### src/rtl/layer_stream_pkg.sv
// Shared state encoding and width defaults for the layer stream driver.
package layer_stream_pkg;

    localparam int unsigned LAYER_T = 20;

    typedef enum logic [1:0] {
        IDLE = 2'd0,
        SEND = 2'd1,
        RECV = 2'd2,
        DONE = 2'd3
    } state_e;

    // Index counter width; never narrower than one bit.
    function automatic int unsigned idx_width(input int unsigned n);
        return (n > 1) ? $clog2(n) : 1;
    endfunction

endpackage

### src/rtl/stream_drv_lfsr.sv
// 8-bit Fibonacci LFSR (taps 8,6,5,4) used to throttle rx_ready.
module stream_drv_lfsr (
    input  logic       clk,
    input  logic       reset,
    output logic [7:0] q
);

    logic fb;

    assign fb = q[7] ^ q[5] ^ q[4] ^ q[3];

    always_ff @(posedge clk) begin
        if (reset) begin
            q <= 8'hA5;
        end else begin
            q <= {q[6:0], fb};
        end
    end

endmodule

### src/rtl/layer_stream_driver.sv
// Streams an N-element vector into one FC layer and gathers its M outputs.
// Define LAYER_STREAM_DRIVER_BACKPRESSURE_EN to throttle rx_ready with an LFSR.
module layer_stream_driver
    import layer_stream_pkg::*;
#(
    parameter int unsigned T = LAYER_T,
    parameter int unsigned N = 12,
    parameter int unsigned M = 16
) (
    input  logic           clk,
    input  logic           reset,
    input  logic           start,
    input  logic [N*T-1:0] vec_in,
    output logic           busy,
    output logic           done,
    output logic [M*T-1:0] result_out,
    output logic           tx_valid,
    input  logic           tx_ready,
    output logic [T-1:0]   tx_data,
    input  logic           rx_valid,
    output logic           rx_ready,
    input  logic [T-1:0]   rx_data
);

    localparam int unsigned TXW = idx_width(N);
    localparam int unsigned RXW = idx_width(M);
    localparam logic [TXW-1:0] TX_LAST = TXW'(N - 1);
    localparam logic [RXW-1:0] RX_LAST = RXW'(M - 1);

    state_e         state_q;
    logic [N*T-1:0] vbuf_q;
    logic [TXW-1:0] tx_idx_q;
    logic [TXW-1:0] tx_idx_d;
    logic [RXW-1:0] rx_idx_q;
    logic [RXW-1:0] rx_idx_d;
    logic [M*T-1:0] result_q;
    logic [T-1:0]   tx_data_q;
    logic           tx_valid_q;
    logic           busy_q;
    logic           done_q;
    logic           in_recv;
    logic           tx_fire;
    logic           rx_fire;

    assign tx_idx_d = tx_idx_q + TXW'(1);
    assign rx_idx_d = rx_idx_q + RXW'(1);
    assign in_recv  = (state_q == RECV);
    assign tx_fire  = tx_valid_q && tx_ready;
    assign rx_fire  = rx_valid && rx_ready;

`ifdef LAYER_STREAM_DRIVER_BACKPRESSURE_EN
    logic [7:0] lfsr_q;

    stream_drv_lfsr u_lfsr (
        .clk   (clk),
        .reset (reset),
        .q     (lfsr_q)
    );

    assign rx_ready = in_recv && lfsr_q[0];
`else
    assign rx_ready = in_recv;
`endif

    // Sequencer: capture, stream out, collect, then hold the result.
    always_ff @(posedge clk) begin
        if (reset) begin
            state_q    <= IDLE;
            vbuf_q     <= '0;
            tx_idx_q   <= '0;
            rx_idx_q   <= '0;
            result_q   <= '0;
            tx_data_q  <= '0;
            tx_valid_q <= 1'b0;
            busy_q     <= 1'b0;
            done_q     <= 1'b0;
        end else begin
            done_q <= 1'b0;
            case (state_q)
                IDLE, DONE: begin
                    if (start) begin
                        vbuf_q     <= vec_in;
                        tx_idx_q   <= '0;
                        tx_data_q  <= vec_in[T-1:0];
                        tx_valid_q <= 1'b1;
                        busy_q     <= 1'b1;
                        state_q    <= SEND;
                    end
                end
                SEND: begin
                    if (tx_fire) begin
                        if (tx_idx_q == TX_LAST) begin
                            tx_valid_q <= 1'b0;
                            rx_idx_q   <= '0;
                            state_q    <= RECV;
                        end else begin
                            tx_idx_q  <= tx_idx_d;
                            tx_data_q <= vbuf_q[tx_idx_d*T +: T];
                        end
                    end
                end
                RECV: begin
                    if (rx_fire) begin
                        result_q[rx_idx_q*T +: T] <= rx_data;
                        if (rx_idx_q == RX_LAST) begin
                            busy_q  <= 1'b0;
                            done_q  <= 1'b1;
                            state_q <= DONE;
                        end else begin
                            rx_idx_q <= rx_idx_d;
                        end
                    end
                end
                default: state_q <= IDLE;
            endcase
        end
    end

    assign busy       = busy_q;
    assign done       = done_q;
    assign result_out = result_q;
    assign tx_valid   = tx_valid_q;
    assign tx_data    = tx_data_q;

endmodule

### config.mk
export PLATFORM = sky130hd
export DESIGN_NAME = layer_stream_driver
export DESIGN_NICKNAME = d
export VERILOG_FILES = /design/src/rtl/layer_stream_pkg.sv /design/src/rtl/stream_drv_lfsr.sv /design/src/rtl/layer_stream_driver.sv
export SDC_FILE = /design/constraint.sdc
export NUM_CORES = 1
export LEC_CHECK = 0
export ABC_AREA = 1
export ABC_CLOCK_PERIOD_IN_PS = 4000
export BUFFER_PORTS_ARGS = -buffer_cell sky130_fd_sc_hd__buf_2
export CORE_ASPECT_RATIO = 0.5
export CORE_UTILIZATION = 55
export DETAILED_ROUTE_END_ITERATION = 8
export HOLD_SLACK_MARGIN = 0.05
export MAX_ROUTING_LAYER = met4
export PLACE_DENSITY = 0.79
export SYNTH_ARGS = -nofsm -noshare
export SYNTH_HDL_FRONTEND = slang
export SYNTH_SLANG_ARGS = --single-unit
### constraint.sdc
create_clock -name clk -period 4 [get_ports clk]
set_input_delay 0.8 -clock clk [delete_from_list [all_inputs] [get_ports clk]]
set_output_delay 0.8 -clock clk [all_outputs]
set_load 0.01 [all_outputs]
Word-level counts from Yosys, hierarchy flattened
Cells that the tools add are included.
- register bits after elaboration: 593
- output and inout port bits: 344
- add/sub/neg operators: 3
- multiply operators: 2
- eq/ne operators: 12
- shift-type cells: 3
- multiplexer cells: 28
- bitwise operators: 2
- reduce and logical (&&, ||, !) cells: 15
- operators with widths (kind ; number):
    $bwmux 320 ; 1
    $shift 20x34->320 const A ; 1
    $shiftx 20x34->320 ; 1
    $shiftx 240x10->20 ; 1
    $mux 20 ; 3
    $pmux 20 s2 ; 1
    $neg 9->34 ; 1
    $mux 4 ; 7
    $pmux 4 s2 ; 2
    $mul 4x3->7 const B ; 2
    $reduce_and 4->1 ; 3
    $mux 2 ; 5
    $ne 2x2->1 const B ; 5
    $reduce_and 5->1 ; 2
    $add 4x1->4 const B ; 2
    $eq 4x4->1 const B ; 2
    $mux 1 ; 6
    $pmux 2 s3 ; 1
    $reduce_bool 2->1 ; 3
    $eq 2x2->1 const B ; 2
    $ne 2x1->1 const B ; 2
    $pmux 1 s2 ; 2
    $reduce_and 2->1 ; 2
    $reduce_or 3->1 ; 1
    other kinds (5) ; 7

Longest topological paths before layout
- word-level depth: 6
- depth in mapped cells: 20
- depth with buffers taken out: 19

Least setup slack after synthesis
OpenSTA, ideal clock, no wires.
- path kind: flip-flop to flip-flop
- start: register rx_idx_q[3]
- end: register result_q[73], in the netlist result_out[73]
- library setup time: 0.116 ns
- data arrival time: 3.530 ns
- required time: 3.884 ns
- path slack: 0.354 ns
- stages on the path, launching flop included: 17
- clock period less this slack: 3.646 ns
- path through: dfxtp_1 ha_1 ha_1 fa_1 nor2_1 nand2_1 nor2_1 ha_1 clkbuf_1 clkinv_1 nor2_1 nand2_1 inv_2 clkbuf_1 nand2_1 o21ai_0 nor2_1
- word-level cells in the longest chain between the ends: 4
- ends and longest elaborated chain (what ; RTL line ; text):
    start, declared ; layer_stream_driver.sv:34 ; logic [RXW-1:0] rx_idx_q;
    start signal, assigned ; layer_stream_driver.sv:110 ; rx_idx_q <= rx_idx_d;
    $mul 4x3->7 * ; layer_stream_driver.sv:104 ; result_q[rx_idx_q*T +: T] <= rx_data;
    $neg 9->34 * ; layer_stream_driver.sv:104 ;
    $shiftx 20x34->320 / $shift 20x34->320 (equally long branches) ; layer_stream_driver.sv:104 ;
    $bwmux 320 * ; layer_stream_driver.sv:104 ;
    end signal, assigned by index ; layer_stream_driver.sv:104 ;
    end, declared ; layer_stream_driver.sv:36 ; logic [M*T-1:0] result_q;
Mark *: on every way between the ends. The rest lies on a longest branch, timed or not.
A chain may end at the register's enable or synchronous reset.

Worst setup path after layout
- start: register rx_idx_q[3]
- end: register result_q[291], in the netlist result_out[291]
The elaborated chain is that of the path after synthesis.

==> run summary <==
=============================================================================
Outcome                                                          complete, no violations
Instance count of the mapped netlist                                    4,176
Master cell of the clock root buffer                             sky130_fd_sc_hd__clkbuf_16
Final GP Congestion                                                     1.034
Syn_nets                                                                4,453
Initial detailed-routing violation count                                3,810
Clock tree buffer depth                                                     3
Vertical die dimension                                               160.7 um
Count of cell types in the netlist                                         43
Arrival time at the worst endpoint                                    4.40 ns
Slew at the pin closest to its max-slew limit                       0.9067 ns
Most numerous cell types in the synthesized netlist              sky130_fd_sc_hd__nor2_1, sky130_fd_sc_hd__nand2_1, sky130_fd_sc_hd__dfxtp_1
Die area                                                          51,320 um^2
Max_slew headroom                                                      0.3892
Largest net degree at the start of global routing                         193
Fmax                                                               0.2601 GHz
Number of fill cells in the layout                                      4,404
PnR Total Power                                                      23.13 mW
Maximum cell stage delay along the critical path                      0.64 ns
Skew final                                                         0.02133 ns
Static Leak                                                          15.79 nW
Count of final hold-check violations                                        0
Wirelength, routed                                                   101.8 mm
DR vias/cell                                                            5.561
Critical path required time                                           4.56 ns
GR Util All Layers                                                     0.3932
Remaining antenna violation count after routing                             0
Startpoint class of the critical path                                register
Clock latency at the later pin of the worst-skew pair                 0.62 ns
Post-synth EDFFs                                                            0
Period utilization                                                     0.9613
H-tree depth                                                                2
Power per standard cell area                                     695.7 nW/um^2
Number of warnings issued by yosys                                          0
Row cnt                                                                    57
Cells resized by post-CTS repair                                            0
Crit end category                                                    register
Average size of a mapped cell                                      6.634 um^2
Hold Slack                                                          0.4290 ns
Worst setup path category                                          reg -> reg
Max FO, Critical Path                                                      12
Total number of vias                                                   29,896
Sequential fraction of the synthesis area                              0.4285
Width of the die                                                     319.4 um
Post-Layout Inst Area                                             33,250 um^2
Class of the most critical hold timing path                         in -> reg
Detailed placer's ending HPWL                                        74.32 mm
Number of port buffers                                                    608
Area share of the leading cell type in the synthesized netlist         0.4285
Proportion of layout cells with a drive suffix above 1                 0.1815
Post-CTS Setup Inserts                                                      0
Biggest area contributors in the synthesized netlist             sky130_fd_sc_hd__dfxtp_1, sky130_fd_sc_hd__nor2_1, sky130_fd_sc_hd__nand2_1
Unrepaired setup endpoints after global routing                         false
Number of setup violations in the final report                              0
Flops & latches, synth                                                    593
Total congestion overflow after global routing                              0
Min Tclk post-route                                                  3.845 ns
Synth Flop Type                                                  sky130_fd_sc_hd__dfxtp_1
Clock sink total                                                          593
I/O pin count                                                             609
Standard cell area after detailed placement                       31,320 um^2
DR DRC count                                                                0
Final-stage net count                                                   4,953
Maximum resistive drop on vdd                                       0.4276 mV
Area growth from synthesis to final layout                             20.03%
Starting density of the core                                           0.5637
First-pass GRT wire length                                           154.5 mm
Ordered cell list for the critical path                          ha_1, ha_1, fa_1, nor2_1, nand2_1, nand2_1, inv_2, nand2_1, inv_1, nand2_1, nor2_1, o21ai_0, a21oi_1
Slowest stage cell, crit path                                    sky130_fd_sc_hd__nor2_1
Initial antenna violation count                                            10
First-pass iteration count of the detailed router                           6
Most repeated cell in the gate-level netlist after synthesis     sky130_fd_sc_hd__nor2_1
Most frequent CP cell                                            sky130_fd_sc_hd__nand2_1
WL/cell                                                              18.93 um
Clock transition at path regs                                         0.08 ns
Yosys top cell by area                                           sky130_fd_sc_hd__dfxtp_1
Hold buffer count at cts                                                    0
Number of clock buffers inserted by TritonCTS                              51
Total negative slack                                                     0 ns
CTS tree                                                                 done
Standard cell core area                                           49,140 um^2
Mapped Area                                                       27,700 um^2
Pins over their slew limit                                                  0
Count of maximum capacitance violations                                     0
Async set-or-reset flop fraction in the synthesized netlist                 0
Number of global-route vias before repair                              27,127
=============================================================================
[per-layer routing]
| metal | track usage | vias up | share of wire |
|---|---|---|---|
| li1 | - | 14370 | - |
| met1 | 0.5027 | 13784 | 0.41 |
| met2 | 0.6123 | 1442 | 0.46 |
| met3 | 0.06520 | 300 | 0.084 |
| met4 | 0.1774 | 0 | 0.049 |
| met5 | - | - | 0 |
[kinds of logic after synthesis]
kind of cell / synth area share
flops: 0.4285
compound gates: 0.1834
simple gates: 0.2859
xor+xnor: 0.0009487
buf+inv: 0.09548
fa+ha+maj: 0.005691
[cell type report]
class / count / area [um^2] / share of cell area
inverters: 442 / 1675 / 0.05039
multi-input cells: 2895 / 13250 / 0.3983
diodes: 11 / 27.53 / 0.0008278
clock inverters: 26 / 395.4 / 0.01189
repair buffers: 693 / 3772 / 0.1135
clock buffers: 67 / 1448 / 0.04354
flip-flops and latches: 593 / 11880 / 0.3571
well taps: 649 / 812.0 / 0.02442
[path summary, 6_finish.rpt]
check / depth (start not counted) / startpoint / slack (ns) / end
min reg2reg: 2 / result_out[150] / 0.44 / result_out[150]
max: 13 / rx_idx_q[3] / 0.15 / result_out[291]
min: 3 / vec_in[206] / 0.43 / vbuf_q[206]
max reg2reg: 13 / rx_idx_q[3] / 0.15 / result_out[291]
[where the power goes]
part / leakage (nW) / internal (mW) / switching (mW)
Clock: 0.893 / 3.10 / 2.41
Sequential: 4.84 / 6.87 / 0.513
Combinational: 10.1 / 2.68 / 7.56
[flip-flops by register name (all words and copies together), names as in the netlist]
name,count
busy,1
done,1
result_out,320
rx_idx_q,4
state_q,2
tx_data,20
tx_idx_q,4
tx_valid,1
vbuf_q,240
[through the flow]
step,cells,setup slack (ns),utilization
detailed placement,5272,0.1166,0.6375
finish,5376,0.1549,0.6767
floorplan,4176,0.3538,-
global placement,5272,0.1501,0.6375
global route,5374,0.0007168,0.6766
CTS,5365,0.1032,0.6750
[critical path: cells and delay by family, from the launching register on]
kind	cells	cell delay, ns
adder cells (fa/ha/maj)	3	1.07
buffers and inverters	2	0.60
flip-flops	1	0.46
AND/OR/NAND/NOR	6	1.31
AO/OA/AOI/OAI	2	0.35
[cell usage in the layout, fill, tap and decap left out, types with 4 or more instances in the layout]
cell type / synthesis / final
sky130_fd_sc_hd__a211oi_1: 7 / 7
sky130_fd_sc_hd__a21oi_1: 287 / 287
sky130_fd_sc_hd__a32o_1: 19 / 19
sky130_fd_sc_hd__buf_12: 0 / 7
sky130_fd_sc_hd__buf_2: 19 / 608
sky130_fd_sc_hd__buf_4: 10 / 77
sky130_fd_sc_hd__bufinv_16: 0 / 8
sky130_fd_sc_hd__clkbuf_1: 187 / 6
sky130_fd_sc_hd__clkbuf_16: 0 / 52
sky130_fd_sc_hd__clkbuf_8: 0 / 9
sky130_fd_sc_hd__clkinv_1: 5 / 4
sky130_fd_sc_hd__clkinv_2: 1 / 9
sky130_fd_sc_hd__clkinvlp_4: 0 / 5
sky130_fd_sc_hd__dfxtp_1: 593 / 592
sky130_fd_sc_hd__diode_2: 0 / 11
sky130_fd_sc_hd__ha_1: 11 / 9
sky130_fd_sc_hd__inv_1: 420 / 418
sky130_fd_sc_hd__inv_2: 16 / 15
sky130_fd_sc_hd__nand2_1: 806 / 804
sky130_fd_sc_hd__nand2_2: 7 / 8
sky130_fd_sc_hd__nand3_1: 152 / 149
sky130_fd_sc_hd__nand3_4: 11 / 12
sky130_fd_sc_hd__nand4_1: 55 / 55
sky130_fd_sc_hd__nor2_1: 865 / 865
sky130_fd_sc_hd__nor2_2: 5 / 5
sky130_fd_sc_hd__nor3_1: 23 / 23
sky130_fd_sc_hd__o211ai_1: 64 / 64
sky130_fd_sc_hd__o21a_1: 5 / 5
sky130_fd_sc_hd__o21ai_0: 515 / 515
sky130_fd_sc_hd__o21ai_1: 11 / 11
sky130_fd_sc_hd__o21ai_4: 4 / 7
sky130_fd_sc_hd__o22ai_1: 15 / 15
sky130_fd_sc_hd__or2_2: 5 / 5
(Power assumes the default switching activity.)
